<file path="config.mk">
export PLATFORM = sky130hd
export DESIGN_NAME = pipeline_adder_arbiter
export DESIGN_NICKNAME = d
export VERILOG_FILES = /design/src/rtl/padd_arb_pkg.sv /design/src/rtl/padd_rr_arbiter.sv /design/src/rtl/pipeline_adder_arbiter.sv
export SDC_FILE = /design/constraint.sdc
export NUM_CORES = 1
export LEC_CHECK = 0
export ABC_AREA = 1
export CAP_MARGIN = 20
export CORE_AREA = 3 3 387 389
export DETAILED_ROUTE_END_ITERATION = 10
export DIE_AREA = 0 0 390 392
export SLEW_MARGIN = 30
export SYNTH_ARGS = -nofsm -noshare
export SYNTH_HDL_FRONTEND = slang
export SYNTH_SLANG_ARGS = --single-unit
</file>
<file path="constraint.sdc">
create_clock -name clk -period 8.45 [get_ports clk]
set_clock_uncertainty 0.1 [all_clocks]
set_input_delay 0.845 -clock clk [delete_from_list [all_inputs] [get_ports clk]]
set_output_delay 0.845 -clock clk [all_outputs]
set_load 0.005 [all_outputs]
</file>
<file path="src/rtl/padd_arb_pkg.sv">
// Shared defaults, index-width helper and the tag-stage type for the
// shared pipelined adder arbiter.
package padd_arb_pkg;

    localparam int unsigned DEF_WIDTH   = 32'd64;
    localparam int unsigned DEF_NREQ    = 32'd4;
    localparam int unsigned DEF_LATENCY = 32'd2;

    // Upper bound on requesters; the tag field is sized to this and only
    // the low NREQ bits carry meaning.
    localparam int unsigned MAX_NREQ    = 32'd16;

    // Index width for n requesters, never narrower than one bit.
    function automatic int unsigned idx_w(input int unsigned n);
        return (n > 32'd1) ? $clog2(n) : 32'd1;
    endfunction

    // One stage of the in-flight tag pipe.
    typedef struct packed {
        logic                vld;
        logic [MAX_NREQ-1:0] tag;
    } tag_stage_t;

endpackage

</file>
<file path="src/rtl/padd_rr_arbiter.sv">
// Single-grant arbiter over an eligibility vector.
// Default build: round-robin starting at rr_ptr, pointer advances past the
// winner. With PADD_ARB_FIXED_PRIO_EN defined: lowest eligible index wins
// and no pointer state exists.
module padd_rr_arbiter
    import padd_arb_pkg::*;
#(
    parameter int unsigned NREQ = DEF_NREQ
) (
    input  logic            clk,
    input  logic            rst,
    input  logic [NREQ-1:0] elig,
    output logic [NREQ-1:0] grant
);

    localparam int unsigned IW = idx_w(NREQ);

    logic [NREQ-1:0] grant_s;
    logic            found_s;
    logic            take_s;

`ifdef PADD_ARB_FIXED_PRIO_EN

    logic unused_s;
    assign unused_s = clk ^ rst;

    // Lowest eligible index wins.
    always_comb begin
        grant_s = '0;
        found_s = 1'b0;
        take_s  = 1'b0;
        for (int unsigned k = 32'd0; k < NREQ; k++) begin
            take_s            = ~found_s & elig[IW'(k)];
            grant_s[IW'(k)]   = grant_s[IW'(k)] | take_s;
            found_s           = found_s | take_s;
        end
    end

`else

    logic [IW-1:0] rr_ptr_q;
    logic [IW-1:0] rr_ptr_d;
    logic [IW-1:0] cand_idx_s;
    int unsigned   cand_s;

    // Scan from rr_ptr upward (wrapping) and grant the first eligible.
    always_comb begin
        grant_s    = '0;
        found_s    = 1'b0;
        take_s     = 1'b0;
        rr_ptr_d   = rr_ptr_q;
        cand_s     = 32'd0;
        cand_idx_s = '0;
        for (int unsigned k = 32'd0; k < NREQ; k++) begin
            cand_s              = (32'(rr_ptr_q) + k) % NREQ;
            cand_idx_s          = IW'(cand_s);
            take_s              = ~found_s & elig[cand_idx_s];
            grant_s[cand_idx_s] = grant_s[cand_idx_s] | take_s;
            rr_ptr_d            = take_s ? IW'((cand_s + 32'd1) % NREQ) : rr_ptr_d;
            found_s             = found_s | take_s;
        end
    end

    // Round-robin pointer register.
    always_ff @(posedge clk or posedge rst) begin
        if (rst) begin
            rr_ptr_q <= '0;
        end else begin
            rr_ptr_q <= rr_ptr_d;
        end
    end

`endif

    assign grant = grant_s;

endmodule

</file>
<file path="src/rtl/pipeline_adder_arbiter.sv">
// Shares one external pipelined adder among NREQ requesters. A one-hot tag
// pipe of LATENCY stages follows each issued op so the sum emerging from
// the adder is steered into the owning requester's response register.
// Optional build macro: PADD_ARB_FIXED_PRIO_EN (fixed priority arbitration,
// handled inside padd_rr_arbiter).
module pipeline_adder_arbiter
    import padd_arb_pkg::*;
#(
    parameter int unsigned WIDTH   = DEF_WIDTH,
    parameter int unsigned NREQ    = DEF_NREQ,
    parameter int unsigned LATENCY = DEF_LATENCY
) (
    input  logic                  clk,
    input  logic                  rst,
    input  logic [NREQ-1:0]       req_valid,
    output logic [NREQ-1:0]       req_ready,
    input  logic [NREQ*WIDTH-1:0] req_a,
    input  logic [NREQ*WIDTH-1:0] req_b,
    input  logic [NREQ-1:0]       req_cin,
    output logic [NREQ-1:0]       rsp_valid,
    input  logic [NREQ-1:0]       rsp_ready,
    output logic [NREQ*WIDTH-1:0] rsp_sum,
    output logic [NREQ-1:0]       rsp_cout,
    output logic [WIDTH-1:0]      add_a,
    output logic [WIDTH-1:0]      add_b,
    output logic                  add_cin,
    input  logic [WIDTH-1:0]      add_sum,
    input  logic                  add_cout,
    output logic                  busy
);

    logic [NREQ-1:0]       elig_s;
    logic [NREQ-1:0]       grant_s;
    logic [NREQ-1:0]       cap_s;
    logic [NREQ-1:0]       inflight_q, inflight_d;
    logic [NREQ-1:0]       rsp_valid_q, rsp_valid_d;
    logic [NREQ*WIDTH-1:0] rsp_sum_q, rsp_sum_d;
    logic [NREQ-1:0]       rsp_cout_q, rsp_cout_d;
    logic [WIDTH-1:0]      add_a_s, add_b_s;
    logic                  add_cin_s;
    tag_stage_t            pipe_q [LATENCY];
    tag_stage_t            pipe_d [LATENCY];
    tag_stage_t            last_s;
    logic                  unused_tag_s;

    // Only registered state gates eligibility; reset forces no grant.
    assign elig_s = req_valid & ~inflight_q & ~rsp_valid_q & {NREQ{~rst}};

    padd_rr_arbiter #(.NREQ(NREQ)) u_arb (
        .clk   (clk),
        .rst   (rst),
        .elig  (elig_s),
        .grant (grant_s)
    );

    // One-hot operand mux onto the adder; all zero when nothing is granted.
    always_comb begin
        add_a_s   = '0;
        add_b_s   = '0;
        add_cin_s = 1'b0;
        for (int i = 0; i < NREQ; i++) begin
            add_a_s   = add_a_s | (req_a[i*WIDTH +: WIDTH] & {WIDTH{grant_s[i]}});
            add_b_s   = add_b_s | (req_b[i*WIDTH +: WIDTH] & {WIDTH{grant_s[i]}});
            add_cin_s = add_cin_s | (req_cin[i] & grant_s[i]);
        end
    end

    // Tag pipe next state: stage 0 takes the grant, the rest shift.
    always_comb begin
        pipe_d[0].vld = |grant_s;
        pipe_d[0].tag = MAX_NREQ'(grant_s);
        for (int s = 1; s < LATENCY; s++) begin
            pipe_d[s] = pipe_q[s-1];
        end
    end

    assign last_s       = pipe_q[LATENCY-1];
    assign unused_tag_s = ^last_s.tag;

    // Requester whose result is on the adder output this cycle.
    always_comb begin
        cap_s = last_s.vld ? last_s.tag[NREQ-1:0] : '0;
    end

    // Response and in-flight bookkeeping; capture never targets a held slot.
    always_comb begin
        inflight_d  = (inflight_q | grant_s) & ~cap_s;
        rsp_valid_d = (rsp_valid_q & ~rsp_ready) | cap_s;
        rsp_sum_d   = rsp_sum_q;
        rsp_cout_d  = rsp_cout_q;
        for (int i = 0; i < NREQ; i++) begin
            rsp_sum_d[i*WIDTH +: WIDTH] = cap_s[i] ? add_sum : rsp_sum_q[i*WIDTH +: WIDTH];
            rsp_cout_d[i]               = cap_s[i] ? add_cout : rsp_cout_q[i];
        end
    end

    // State registers; reset empties the tag pipe so stale adder data is ignored.
    always_ff @(posedge clk or posedge rst) begin
        if (rst) begin
            for (int s = 0; s < LATENCY; s++) begin
                pipe_q[s] <= '0;
            end
            inflight_q  <= '0;
            rsp_valid_q <= '0;
            rsp_sum_q   <= '0;
            rsp_cout_q  <= '0;
        end else begin
            for (int s = 0; s < LATENCY; s++) begin
                pipe_q[s] <= pipe_d[s];
            end
            inflight_q  <= inflight_d;
            rsp_valid_q <= rsp_valid_d;
            rsp_sum_q   <= rsp_sum_d;
            rsp_cout_q  <= rsp_cout_d;
        end
    end

    assign req_ready = grant_s;
    assign add_a     = add_a_s;
    assign add_b     = add_b_s;
    assign add_cin   = add_cin_s;
    assign rsp_valid = rsp_valid_q;
    assign rsp_sum   = rsp_sum_q;
    assign rsp_cout  = rsp_cout_q;
    assign busy      = (|inflight_q) | (|rsp_valid_q);

endmodule

</file>
==> results.sh <==
export IMPL_place_area_um2=27900
export IMPL_yosysSeqAreaShare=0.436
export IMPL_avgRoutedWirePerCell_um=25.1
export IMPL_setup_viol=0
export IMPL_hold_viol_final=0
export IMPL_synth_cells=2345
export IMPL_worst_setup_path_end_kind="primary output"
export IMPL_crit_path_frequent_cell="nand3_1"
export IMPL_cts_hold_buf=0
export IMPL_portBuffers=988
export IMPL_via_per_inst=3.89
export IMPL_async_flop_share=1.00
export IMPL_slew_headroom=0.396
export IMPL_max_freq_ghz=0.146
export IMPL_synth_edf_count=0
export IMPL_tritoncts="yes"
export IMPL_worstPathArrival_ns=5.89
export IMPL_path_class="in -> out"
export IMPL_synth_top_cells_by_count="683 x nand2_1, 541 x nand3_1, 342 x inv_1"
export IMPL_place_congestion=0.944
export IMPL_power_leakage_nw=13.2
export IMPL_cts_resized_gates=0
export IMPL_post_route_drc_count=0
export IMPL_ios=989
export IMPL_cts_root_buf="clkbuf_16"
export IMPL_vias=20200
export IMPL_final_area_um2=29000
export IMPL_cp_max_fo=81
export IMPL_antenna_found_initial=124
export IMPL_drv_cap=0
export IMPL_synth_cell_types=26
export IMPL_initial_core_util=0.109
export IMPL_synth_seq_cells=280
export IMPL_drt_iter0_markers=1559
export IMPL_cts_clk_slew_worst_paths_ns=0.07
export IMPL_rows=141
export IMPL_place_inst=5113
export IMPL_core_um2=147000
export IMPL_die_area_um2=153000
export IMPL_power_density_nw_per_um2=494
export IMPL_outcome="complete, no violations"
export IMPL_routed_wl_um=130000
export IMPL_worstSkewPairLatency_ns=0.58
export IMPL_die_y_um=392
export IMPL_grt_pass1_wl_um=168000
export IMPL_die_x_um=390
export IMPL_worst_ep_required_time_ns=7.51
export IMPL_crit_slowest_cell="buf_4"
export IMPL_worstMarginPinSlew_ns=0.905
export IMPL_route_antenna_remaining_nets=0
export IMPL_synthFlopType="dfrtp_1"
export IMPL_timing_setup_tns_ns=0
export IMPL_globalRouteTotalUtil=0.160
export IMPL_synth_area_leaders="dfrtp_1 44%, nand3_1 17%, nand2_1 16%, o21ai_0 8.5%, inv_1 8.0%"
export IMPL_cts_buffers=28
export IMPL_critical_path_top_delay_family="buffers and inverters"
export IMPL_area_growth_syn_to_layout_pct=80.0
export IMPL_final_cells=5191
export IMPL_syn_avg_cell_area_um2=6.86
export IMPL_path_buf_inv=5
export IMPL_switchingPower_mw=7.24
export IMPL_synthesis_nets=2940
export IMPL_dr_pass1_iters=6
export IMPL_hold_class="reg -> reg"
export IMPL_crit_chain="clkdlybuf4s50_1 -> inv_8 -> nand4_2 -> nand3_4 -> nand2_1 -> o21ai_0 -> nand3_1 -> nand3_1 -> nand2_1 -> nand3_1 -> nand3_1 -> nand3_1 -> nand2_2 -> nand3_4 -> buf_4 -> nand3_1 -> nand2_1 -> inv_1 -> nand2_1 -> clkdlybuf4s50_1"
export IMPL_grt_max_degree=82
export IMPL_postCtsSetupRepairBufs=0
export IMPL_fin_util=0.197
export IMPL_ir_drop_mv=0.436
export IMPL_min_period_ns=6.83
export IMPL_htreeDepth=1
export IMPL_cts_sinks=280
export IMPL_drive_gt1_frac=0.0294
export IMPL_max_stage_delay_ns=0.75
export IMPL_hpwl_um=108000
export IMPL_final_max_slew_viol_count=0
export IMPL_synth_top_area_share=0.436
export IMPL_critical_path_startpoint_type="primary input"
export IMPL_p_seq_frac=0.169
export IMPL_fin_crit_sh=0.809
export IMPL_yosysMostFrequentCell="nand2_1"
export IMPL_synth_top_cell_by_area="dfrtp_1"
export IMPL_final_nets=3808
export IMPL_p_int_mw=7.05
export IMPL_p_comb_frac=0.739
export IMPL_switching_share=0.507
export IMPL_grt_setup_unrepaired="false"
export IMPL_cts_path_max_buffers=3
export IMPL_grt_overflow_total=0
export IMPL_grt_pass1_vias=18900
export IMPL_synth_area_um2=16100
export IMPL_ys_warn_count=0
export IMPL_pwr_share_clk=0.092
[metrics by stage]
stage / total power, mW / hold slack, ns / setup slack (ns)
final: 14.3 / 0.250 / 1.62
after global routing: 15.5 / 0.260 / 1.15
after CTS: 14.5 / 0.252 / 1.52
after detailed placement: 13.1 / 0.236 / 1.55
after global placement: 13.1 / 0.232 / 1.49
after floorplan: 7.07 / 0.231 / 1.23
[kinds of logic after synthesis]
group           Yosys count  share of synthesized area
compound gates          275                     0.0859
fa+ha+maj                 4                    0.00311
buf+inv                 524                      0.132
flops                   280                      0.436
xor+xnor                  1                   0.000545
simple gates           1261                      0.343
[cells in the final DEF, fill, tap and decap left out, types with 4 or more instances in the layout]
cell               n
buf_4             20
inv_2              6
nand3_4            5
nand3_1          541
nand2_1          675
nand4_1            8
dfrtp_1          280
ha_1               4
o21ai_0          272
clkbuf_1           5
clkdlybuf4s50_1  988
clkinv_2           4
diode_2           30
bufinv_16          4
inv_1            342
clkbuf_16         28
nor2_1            16
nand2_4            5
[worst paths after layout]
check | start | endpoint | slack [ns] | depth (start not counted)
worst min register to register | pipe_d[3] | last_s[3] | 0.25 | 0
worst min-delay path | pipe_d[3] | last_s[3] | 0.25 | 0
min in group asynchronous | rst | rsp_sum[3] | 0.83 | 2
worst max register to register | u_arb.rr_ptr_q[0] | inflight_q[0] | 3.96 | 18
worst max-delay path | rst | add_b[41] | 1.62 | 20
max in group asynchronous | rst | rsp_sum[222] | 5.43 | 4
[layout make-up]
cell class | instances | area, µm²
fill | 16700 | 118000
timing repair buffer | 1013 | 10100
multi-input combinational | 1541 | 7070
sequential | 280 | 7010
tap | 1930 | 2410
inverter | 349 | 1320
clock buffer | 34 | 733
clock inverter | 14 | 213
antenna | 30 | 75.1
[worst reg2reg max path: stages, from the launching register on]
cell and delay [ns]:
dfrtp_1 0.74, inv_2 0.27, ha_1 0.53, o21ai_1 0.18
nand2_2 0.13, nand3_1 0.12, nand3_1 0.10, nand3_1 0.08
nand2_1 0.14, nand3_1 0.12, nand3_1 0.10, nand3_1 0.10
nand2_2 0.19, nand3_4 0.59, buf_4 0.49, nand2_1 0.19
inv_2 0.08, nor2_1 0.09, nor2_1 0.04
[power by group through the flow]
stage | Clock [mW] | Combinational [mW] | Sequential (mW)
after global routing | 1.41 | 11.6 | 2.50
after floorplan | 0 | 4.65 | 2.42
after global placement | 0 | 10.6 | 2.41
after CTS | 1.38 | 10.7 | 2.42
after detailed placement | 0 | 10.7 | 2.43
final | 1.32 | 10.6 | 2.42
[registers in the layout, indices dropped and copies added, names as in the netlist]
name / flops
last_s: 5
inflight_q: 4
rsp_valid: 4
rsp_cout: 4
u_arb.rr_ptr_q: 2
pipe_d: 5
rsp_sum: 256
[layer usage]
metal	up-vias	part of all wire	global-route usage
li1	9201	-	-
met1	9626	0.36	0.178
met2	1081	0.53	0.300
met3	299	0.066	0.0278
met4	10	0.038	0.0599
met5	-	0.00048	0
(Power assumes the default switching activity.)
